==> config.mk <==
export PLATFORM = sky130hd
export DESIGN_NAME = mc_datapath
export DESIGN_NICKNAME = d
export VERILOG_FILES = /design/src/rtl/mc_pkg.sv /design/src/rtl/mc_regfile.sv /design/src/rtl/mc_datapath.sv
export SDC_FILE = /design/constraint.sdc
export NUM_CORES = 2
export LEC_CHECK = 0
export CORE_ASPECT_RATIO = 1.4
export CORE_MARGIN = 5
export CORE_UTILIZATION = 37
export DETAILED_ROUTE_END_ITERATION = 8
export GPL_ROUTABILITY_DRIVEN = 0
export HOLD_SLACK_MARGIN = 0.05
export MAX_ROUTING_LAYER = met4
export SYNTH_ARGS = -nofsm -noshare
export SYNTH_HDL_FRONTEND = slang
export SYNTH_SLANG_ARGS = --single-unit
export TNS_END_PERCENT = 1
==> constraint.sdc <==
create_clock -name clk -period 5.7 [get_ports clk]
set_input_delay 0.57 -clock clk [delete_from_list [all_inputs] [get_ports clk]]
set_output_delay 0.57 -clock clk [all_outputs]
set_load 0.01 [all_outputs]
==> src/rtl/mc_pkg.sv <==
// Shared constants and instruction-field helpers for the multicycle CPU.
package mc_pkg;

  localparam int unsigned REG_COUNT = 32;
  localparam logic [4:0]  REG_RA    = 5'd31;

  // Opcodes used by the control unit and by directed programs.
  localparam logic [5:0] OP_RTYPE = 6'b000000;
  localparam logic [5:0] OP_ADDI  = 6'b001000;
  localparam logic [5:0] OP_ORI   = 6'b001101;
  localparam logic [5:0] OP_SW    = 6'b101011;
  localparam logic [5:0] OP_LW    = 6'b100011;
  localparam logic [5:0] OP_BEQ   = 6'b000100;
  localparam logic [5:0] OP_JAL   = 6'b000011;

  // ALUOp encodings.
  localparam logic [2:0] ALU_ADD = 3'b000;
  localparam logic [2:0] ALU_SUB = 3'b001;
  localparam logic [2:0] ALU_SLT = 3'b010;
  localparam logic [2:0] ALU_XOR = 3'b011;
  localparam logic [2:0] ALU_SLL = 3'b100;
  localparam logic [2:0] ALU_OR  = 3'b101;
  localparam logic [2:0] ALU_AND = 3'b110;
  localparam logic [2:0] ALU_CMP = 3'b111;

  // PCSrc encodings.
  localparam logic [1:0] PCSRC_SEQ = 2'b00;
  localparam logic [1:0] PCSRC_BR  = 2'b01;
  localparam logic [1:0] PCSRC_JR  = 2'b10;
  localparam logic [1:0] PCSRC_J   = 2'b11;

  // ExtSel encodings (11 behaves as sign-extend).
  localparam logic [1:0] EXT_SA   = 2'b00;
  localparam logic [1:0] EXT_ZIMM = 2'b01;
  localparam logic [1:0] EXT_SIMM = 2'b10;

  // RegOut encodings (11 behaves as rd).
  localparam logic [1:0] REGOUT_RA = 2'b00;
  localparam logic [1:0] REGOUT_RT = 2'b01;
  localparam logic [1:0] REGOUT_RD = 2'b10;

  function automatic logic [5:0]  f_op (input logic [31:0] ir); return ir[31:26]; endfunction
  function automatic logic [4:0]  f_rs (input logic [31:0] ir); return ir[25:21]; endfunction
  function automatic logic [4:0]  f_rt (input logic [31:0] ir); return ir[20:16]; endfunction
  function automatic logic [4:0]  f_rd (input logic [31:0] ir); return ir[15:11]; endfunction
  function automatic logic [4:0]  f_sa (input logic [31:0] ir); return ir[10:6];  endfunction
  function automatic logic [15:0] f_imm(input logic [31:0] ir); return ir[15:0];  endfunction
  function automatic logic [25:0] f_tgt(input logic [31:0] ir); return ir[25:0];  endfunction

endpackage

==> src/rtl/mc_regfile.sv <==
// 32-entry register file: two combinational read ports, one write port,
// r0 hardwired to zero, synchronous active-high reset.
module mc_regfile
  import mc_pkg::*;
#(
  parameter int unsigned XLEN = 32
) (
  input  logic            clk,
  input  logic            RST,
  input  logic            we,
  input  logic [4:0]      ra1,
  input  logic [4:0]      ra2,
  input  logic [4:0]      wa,
  input  logic [XLEN-1:0] wd,
  output logic [XLEN-1:0] rd1,
  output logic [XLEN-1:0] rd2
);

  logic [XLEN-1:0] regs [REG_COUNT];

  // Register array update; reset clears every entry, writes to r0 are dropped.
  always_ff @(posedge clk) begin
    if (RST) begin
      for (int unsigned i = 0; i < REG_COUNT; i++) regs[i] <= '0;
    end else if (we && (wa != 5'd0)) begin
      regs[wa] <= wd;
    end
  end

  // Read ports return the pre-edge contents; no write bypass.
  always_comb begin
    rd1 = (ra1 == 5'd0) ? '0 : regs[ra1];
    rd2 = (ra2 == 5'd0) ? '0 : regs[ra2];
  end

endmodule

==> src/rtl/mc_datapath.sv <==
// Multicycle CPU datapath: PC, IR, register file, extender, ALU and the
// inter-stage latches, steered each cycle by the control unit's bus.
module mc_datapath
  import mc_pkg::*;
#(
  parameter int unsigned    XLEN     = 32,
  parameter logic [XLEN-1:0] RESET_PC = '0
) (
  input  logic            clk,
  input  logic            RST,
  input  logic            PCWre,
  input  logic            IRWre,
  input  logic            RegWre,
  input  logic            ALUSrcB,
  input  logic            ALUM2Reg,
  input  logic            WrRegData,
  input  logic            DataMemRW,
  input  logic [1:0]      ExtSel,
  input  logic [2:0]      ALUOp,
  input  logic [1:0]      PCSrc,
  input  logic [1:0]      RegOut,
  output logic [5:0]      opcode,
  output logic            zero,
  output logic [XLEN-1:0] imem_addr,
  input  logic [31:0]     imem_rdata,
  output logic [XLEN-1:0] dmem_addr,
  output logic [XLEN-1:0] dmem_wdata,
  output logic            dmem_we,
  input  logic [XLEN-1:0] dmem_rdata
);

  logic [XLEN-1:0] pc, pc4, pc_next;
  logic [31:0]     ir;
  logic [XLEN-1:0] adr, bdr, aluout, dbdr;
  logic [XLEN-1:0] rf_rs, rf_rt, wb_data, ext, simm;
  logic [XLEN-1:0] alu_a, alu_b, alu_result;
  logic [4:0]      wr_reg;

  mc_regfile #(.XLEN(XLEN)) u_rf (
    .clk (clk),
    .RST (RST),
    .we  (RegWre),
    .ra1 (f_rs(ir)),
    .ra2 (f_rt(ir)),
    .wa  (wr_reg),
    .wd  (wb_data),
    .rd1 (rf_rs),
    .rd2 (rf_rt)
  );

  // Architectural and inter-stage state; the stage latches reload every cycle.
  always_ff @(posedge clk) begin
    if (RST) begin
      pc     <= RESET_PC;
      ir     <= '0;
      adr    <= '0;
      bdr    <= '0;
      aluout <= '0;
      dbdr   <= '0;
    end else begin
      if (PCWre) pc <= pc_next;
      if (IRWre) ir <= imem_rdata;
      adr    <= rf_rs;
      bdr    <= rf_rt;
      aluout <= alu_result;
      dbdr   <= dmem_rdata;
    end
  end

  // Immediate extender.
  always_comb begin
    simm = {{(XLEN-16){ir[15]}}, f_imm(ir)};
    case (ExtSel)
      EXT_SA:   ext = {{(XLEN-5){1'b0}}, f_sa(ir)};
      EXT_ZIMM: ext = {{(XLEN-16){1'b0}}, f_imm(ir)};
      default:  ext = simm;
    endcase
  end

  // ALU; shifts take the value to shift from rt (BDR) rather than rs.
  always_comb begin
    alu_a      = (ALUOp == ALU_SLL) ? bdr : adr;
    alu_b      = ALUSrcB ? ext : bdr;
    alu_result = '0;
    case (ALUOp)
      ALU_ADD: alu_result = alu_a + alu_b;
      ALU_SUB: alu_result = alu_a - alu_b;
      ALU_SLT: alu_result = {{(XLEN-1){1'b0}}, ($signed(alu_a) < $signed(alu_b))};
      ALU_XOR: alu_result = alu_a ^ alu_b;
      ALU_SLL: alu_result = alu_a << alu_b[4:0];
      ALU_OR:  alu_result = alu_a | alu_b;
      ALU_AND: alu_result = alu_a & alu_b;
      ALU_CMP: alu_result = alu_a - alu_b;
      default: alu_result = '0;
    endcase
  end

  // Write-back register and data selection.
  always_comb begin
    case (RegOut)
      REGOUT_RA: wr_reg = REG_RA;
      REGOUT_RT: wr_reg = f_rt(ir);
      default:   wr_reg = f_rd(ir);
    endcase
    wb_data = WrRegData ? (ALUM2Reg ? dbdr : aluout) : pc4;
  end

  // Next-PC selection.
  always_comb begin
    pc4 = pc + XLEN'(4);
    case (PCSrc)
      PCSRC_SEQ: pc_next = pc4;
      PCSRC_BR:  pc_next = pc4 + (simm << 2);
      PCSRC_JR:  pc_next = adr;
      PCSRC_J:   pc_next = {pc4[XLEN-1:28], f_tgt(ir), 2'b00};
      default:   pc_next = pc4;
    endcase
  end

  // Outputs to the controller and the memories.
  always_comb begin
    opcode     = f_op(ir);
    zero       = (alu_result == '0);
    imem_addr  = pc;
    dmem_addr  = aluout;
    dmem_wdata = bdr;
    dmem_we    = (DataMemRW == 1'b1);
  end

endmodule
[After elaboration in Yosys (flattened, before gate mapping)]
Memory sizes are Yosys's and may differ from the RTL's. A register that Yosys moved wholly into a read port is not among the register bits.
Index checks and enable logic that the tools add are counted.
Storage, ports and cells
  input port bits: 82
  memories kept: 1
  logic and storage cells: 55
  output and inout port bits: 104
  memory bits (writable): 1024
  flip-flop bits (word level): 128
Operators by class
  order comparisons: 1
  equality and inequality tests: 12
  shift-type cells: 1
  mux-type cells: 16
  add/subtract/negate cells: 4
  bitwise operators: 3
  reduce and logical (&&, ||, !) cells: 13
Memories
  u_rf.regs: depth 32, width 32, rd ports 2, clocked after Yosys merged registers in 2, wr ports 32, line mc_regfile.sv:19  | logic [XLEN-1:0] regs [REG_COUNT];
Operators by type and width (count)
  $pmux W32 S7: 1
  $mux W32: 5
  $pmux W32 S4: 1
  $add A32 B32 Y32: 2
  $pmux W32 S2: 1
  $add A32 B3 Y32 const B: 1
  $and A32 B32 Y32: 1
  $logic_not A32 Y1: 1
  $lt A32 B32 Y1: 1
  $or A32 B32 Y32: 1
  $reduce_or A32 Y1: 1
  $shl A32 B5 Y32: 1
  $sub A32 B32 Y32: 1
  $xor A32 B32 Y32: 1
  $eq A3 B3 Y1 const B: 4
  $logic_not A5 Y1: 2
  $pmux W5 S2: 1
  $eq A2 B1 Y1 const B: 3
  $eq A3 B2 Y1 const B: 2
  $logic_not A2 Y1: 3
  $mux W1: 6
  $reduce_or A2 Y1: 3
  $mux W5: 1
  $reduce_bool A5 Y1: 1
  4 further kinds: 5

[Longest topological paths before layout]
  depth in word-level cells: 9
  mapped depth: 24
  mapped depth without buffers: 20

[Modules after synthesis]
A second synthesis with hierarchy kept.
Second synthesis, totals
  cell total of the unflattened synthesis: 5779
  area, all modules: 71413.5 µm²
By module, submodules not included
  mc_regfile: instances 1, sequential area each 30749.5 µm², area an instance 54253.3 µm², cells each 3502
  mc_datapath: instances 1, sequential area each 3843.7 µm², area an instance 17160.2 µm², cells each 2277

[Least setup slack after synthesis]
No wires, ideal clock.
  kind: input to output
  start: in ALUOp[1]
  end: out zero
  buffers on the path: 5
  stages: 24
  data arrival time: 5484 ps
  slack: -354 ps
  required time: 5130 ps
  path through: nand2b_1 > buf_6 > or2_1 > buf_6 > buf_6 > clkbuf_1 > clkbuf_1 > nand2_1 > nand2_1 > inv_1 > ha_1 > inv_1 > fa_1 > a211o_1 > a311oi_2 > a2111oi_2 > o21ba_1 > a221o_1 > o41a_1 > mux2i_1 > or4_1 > a2111oi_0 > nand4_1 > nor3_2
On the way
  cells in the longest elaborated chain, start to end: 5
  elaborated cells between the ends (all ways): 19
  those cells by class: add/sub: 2; order compare: 1; eq/ne: 7; shift: 1; mux: 2; bitwise: 3; reduce/logical: 3
RTL lines
  from (decl): line mc_datapath.sv:19  | input logic [2:0] ALUOp,
  $eq A3 B3 Y1: line mc_datapath.sv:82, mc_datapath.sv:85
  $mux W32: line mc_datapath.sv:82  | alu_a = (ALUOp == ALU_SLL) ? bdr : adr;
  $sub A32 B32 Y32, or another cell as far along: line mc_datapath.sv:87, mc_datapath.sv:93
  $pmux W32 S7 *: line mc_datapath.sv:85  | case (ALUOp)
  $logic_not A32 Y1 *: line mc_datapath.sv:123  | zero = (alu_result == '0);
  to (decl): line mc_datapath.sv:23  | output logic zero,
Every way passes the cells marked *; elsewhere a longest branch is shown, timed or not.

[Final worst setup path]
  start: reg ir[9]
  end: out zero
On the way
  cells in the longest elaborated chain, start to end: 5
  elaborated cells between the ends (all ways): 11
  those cells by class: add/sub: 2; order compare: 1; shift: 1; mux: 3; bitwise: 3; reduce/logical: 1
RTL lines
  from (decl): line mc_datapath.sv:33  | logic [31:0] ir;
  from (signal assigned): line mc_datapath.sv:62  | if (IRWre) ir <= imem_rdata;
  $pmux W32 S2 *: line mc_datapath.sv:73  | case (ExtSel)
  $mux W32 *: line mc_datapath.sv:83  | alu_b = ALUSrcB ? ext : bdr;
  $sub A32 B32 Y32, or another cell as far along: line mc_datapath.sv:87, mc_datapath.sv:93
  $pmux W32 S7 *: line mc_datapath.sv:85
  $logic_not A32 Y1 *: line mc_datapath.sv:123
Marks and branches as above.

==> run_results.csv <==
group,metric,value,unit
worst_setup_path,critPathLaunch,"ir[9]",
synthesis,yosys.cell_types.count,97,
routing,wl_per_cell,33.3,um
floorplan,start_util,37.1,%
global_routing,grt_pass1_wl,406,mm
clock_network,cts.sinks,1216,
timing,slew_headroom,2.20,%
worst_setup_path,crit_fanout,3,
worst_setup_path,cp_slowest_cell,"or4_4",
timing,fin_ws,-505,ps
routing,finalWirelength,290,mm
global_routing,antenna_found_initial,28,
routing,ant_nets,0,
clock_network,cts_buffer_depth,3,
synthesis,yosys-top-cells-area,"edfxtp_1 45%, mux4_2 17%, nor2_1 7.1%",
synthesis,synth_top_area_share,44.7,%
synthesis,yosys_warnings,0,
routing,drtIter0Drc,7257,
timing,rsz0062_at_grt,"true",
clock_network,cts-root-buf,"clkbuf_16",
power,ir_drop,0.000258,V
worst_setup_path,rr_worst_depth,19,
timing,finalCritPeriodShare,109,%
worst_setup_path,required,5130,ps
floorplan,die-area,195000,um2
synthesis,ys_ff_latch,1216,
timing,worst_pin_slew,1470,ps
placed_design,place_area,77000,um2
clock_network,tritoncts,"yes",
synthesis,netlist_instances,5707,
final_layout,syn_to_final_growth,18.0,%
worst_setup_path,crit_path_end_kind,"output pin",
floorplan,coreArea,185000,um2
final_layout,fillers,17000,
floorplan,rows,187,
final_layout,layout.nets,6349,
global_routing,grtUsageTotal,29.9,%
power,p_leak,28.9,nW
power,power-per-cell-area,288,nW/um2
worst_setup_path,cp.depth,20,
worst_setup_path,crit_family,"simple AND/OR/NAND/NOR gates",
final_layout,fin_area,81100,um2
run_status,violations,"setup timing",
clock_network,cts.clk_slew.worst_paths,60,ps
timing,hold_violations,0,
worst_setup_path,cp_common_cell,"buf_4",
worst_setup_path,worstPathCellList,"buf_12, buf_4, nand2_1, o21ai_0, ha_1, or4_4, nor3_4, buf_4, nand2b_1, buf_4, and3_1, a221o_1, a222oi_1, o21ai_1, nand2b_4, nor4_4, buf_4, nand4_1, nor3_2, buf_2",
clock_network,clk_latency,760,ps
global_routing,grt_pass1_vias,54300,
clock_network,htree_num_levels,3,
synthesis,yosysMostFrequentCell,"nor2_1",
run_status,status,"finished with violations",
worst_setup_path,crit_type,"flip-flop to output pin",
synthesis,ys.flop_type,"edfxtp_1",
timing,fmax,161,MHz
placed_design,portBuffers,183,
synthesis,synthTopCellsByCount,"1,294 x nor2_1, 1,024 x edfxtp_1, 530 x mux4_2",
placed_design,post-dp-hpwl,194,mm
worst_setup_path,reg2reg_from,"imem_addr[2]",
global_routing,grt_start_max_net_pins,107,
floorplan,io_pins,186,
clock_network,ctsHoldBuffers,0,
clock_network,cts_buffers,111,
worst_setup_path,r2r-end,"imem_addr[31]",
power,power,0.0234,W
floorplan,die_w,374,um
job,maxCapViolCount,0,
routing,drc_errors,0,
timing,setup_viol,1,
final_layout,ff_latch_area,34600,um2
worst_setup_path,crit_end,"zero",
synthesis,syn_area,68700,um2
routing,via_count,54900,
routing,first_pass_iters,6,
worst_setup_path,worstPathArrival,5640,ps
synthesis,synth-async-reset-ratio,0,%
timing,fin_crit,6210,ps
hold_path,min_path_type,"primary input to flip-flop",
routing,vias_per_cell,6.29,
floorplan,die_y,520,um
worst_setup_path,cp_num_buf_inv,6,
final_layout,multi_input_area,32400,um2
placed_design,dp_worst_setup_slack,-1690,ps
worst_setup_path,start_kind,"flip-flop",
timing,clock_skew,51.0,ps
worst_setup_path,max_stage_delay,560,ps
worst_setup_path,r2r_slack,710,ps
synthesis,synth_top_cell_by_area,"edfxtp_1",
synthesis,syn-mean-instance-area,12.0,um2
synthesis,ys_seq_area_share,50.3,%
timing,final_max_slew_viol_count,0,
synthesis,synth-edff-count,1024,
timing,whs,242,ps
final_layout,drive_above_1_share,25.8,%
global_routing,gr-total-overflow,0,
worst min-delay path by stage:
stage	start	end	cells after the start
after floorplan	ir[31]	ir[31]	2
after global placement	ir[27]	ir[27]	2
final	RST	u_rf.regs[0][15]	1
after global routing	RST	u_rf.regs[0][15]	1
after detailed placement	ir[27]	ir[27]	2
after CTS	RST	ir[11]	2
registers in the layout, summed over array words and instances, names as in the netlist:
signal      flops
ir             32
imem_addr      32
dmem_addr      32
u_rf.regs    1024
adr            32
dbdr           32
dmem_wdata     32
power by group:
group / internal [W] / leakage [nW] / switching (W)
logic: 0.00210 / 14.9 / 0.00327
clock network: 0.00406 / 1.75 / 0.00353
registers: 0.0100 / 12.2 / 0.000399
total: 0.0162 / 28.9 / 0.00720
logic make-up (layout without fill, tap and decap cells):
kind of cell | count (synthesis) | count (layout) | share of synthesized area (%)
DFF | 1216 | 1216 | 50.3
other | 1 | 73 | 0.00546
muxes | 883 | 883 | 22.6
buffers and inverters | 657 | 1150 | 3.79
xor gates and xnor gates | 66 | 66 | 0.841
AOI/OAI and AO/OA | 809 | 809 | 8.20
adders and majority gates | 131 | 131 | 2.42
and+or+nand+nor | 1944 | 1944 | 11.8
stage by stage:
step	instances	TNS (ps)	utilization, %
floorplan	5738	-145	-
global placement	8465	-2440	41.6
detailed placement	8465	-2850	41.6
CTS	8685	-437	43.7
global route	8722	-638	43.8
finish	8729	-505	43.8
cell type report:
type / instances / area share (%)
sequential: 1216 / 42.7
clock buffer: 130 / 3.58
timing repair buffer: 819 / 8.46
multi-input combinational: 3865 / 39.9
clock inverter: 78 / 0.856
inverter: 123 / 0.575
antenna: 41 / 0.126
tap: 2457 / 3.79
cell usage in the layout (no fill, tap or decap), types with 65 or more instances in the layout:
cell,n
a21oi_1,161
buf_4,610
clkbuf_16,112
clkdlybuf4s50_1,169
dfxtp_1,173
edfxtp_1,1024
ha_1,126
inv_1,117
mux2_2,73
mux2i_1,279
mux4_2,530
nand2_1,251
nand2_2,65
nor2_1,1293
o21ai_0,88
o22ai_1,79
metal layers:
metal	share of wire (%)	vias up	GRT usage, %
met5	0	-	-
met1	32	27500	31.5
met3	10	1186	7.21
met2	46	3914	46.4
met4	12	0	27.5
li1	-	22300	-
what timing repair did:
action | 4_1_cts | 5_1_grt
pin swaps | 18 | 17
buffers inserted | 12 | 1
endpoints found under the setup margin | 1 | 1
gates resized for setup | 50 | 34
(Power assumes the default switching activity.)
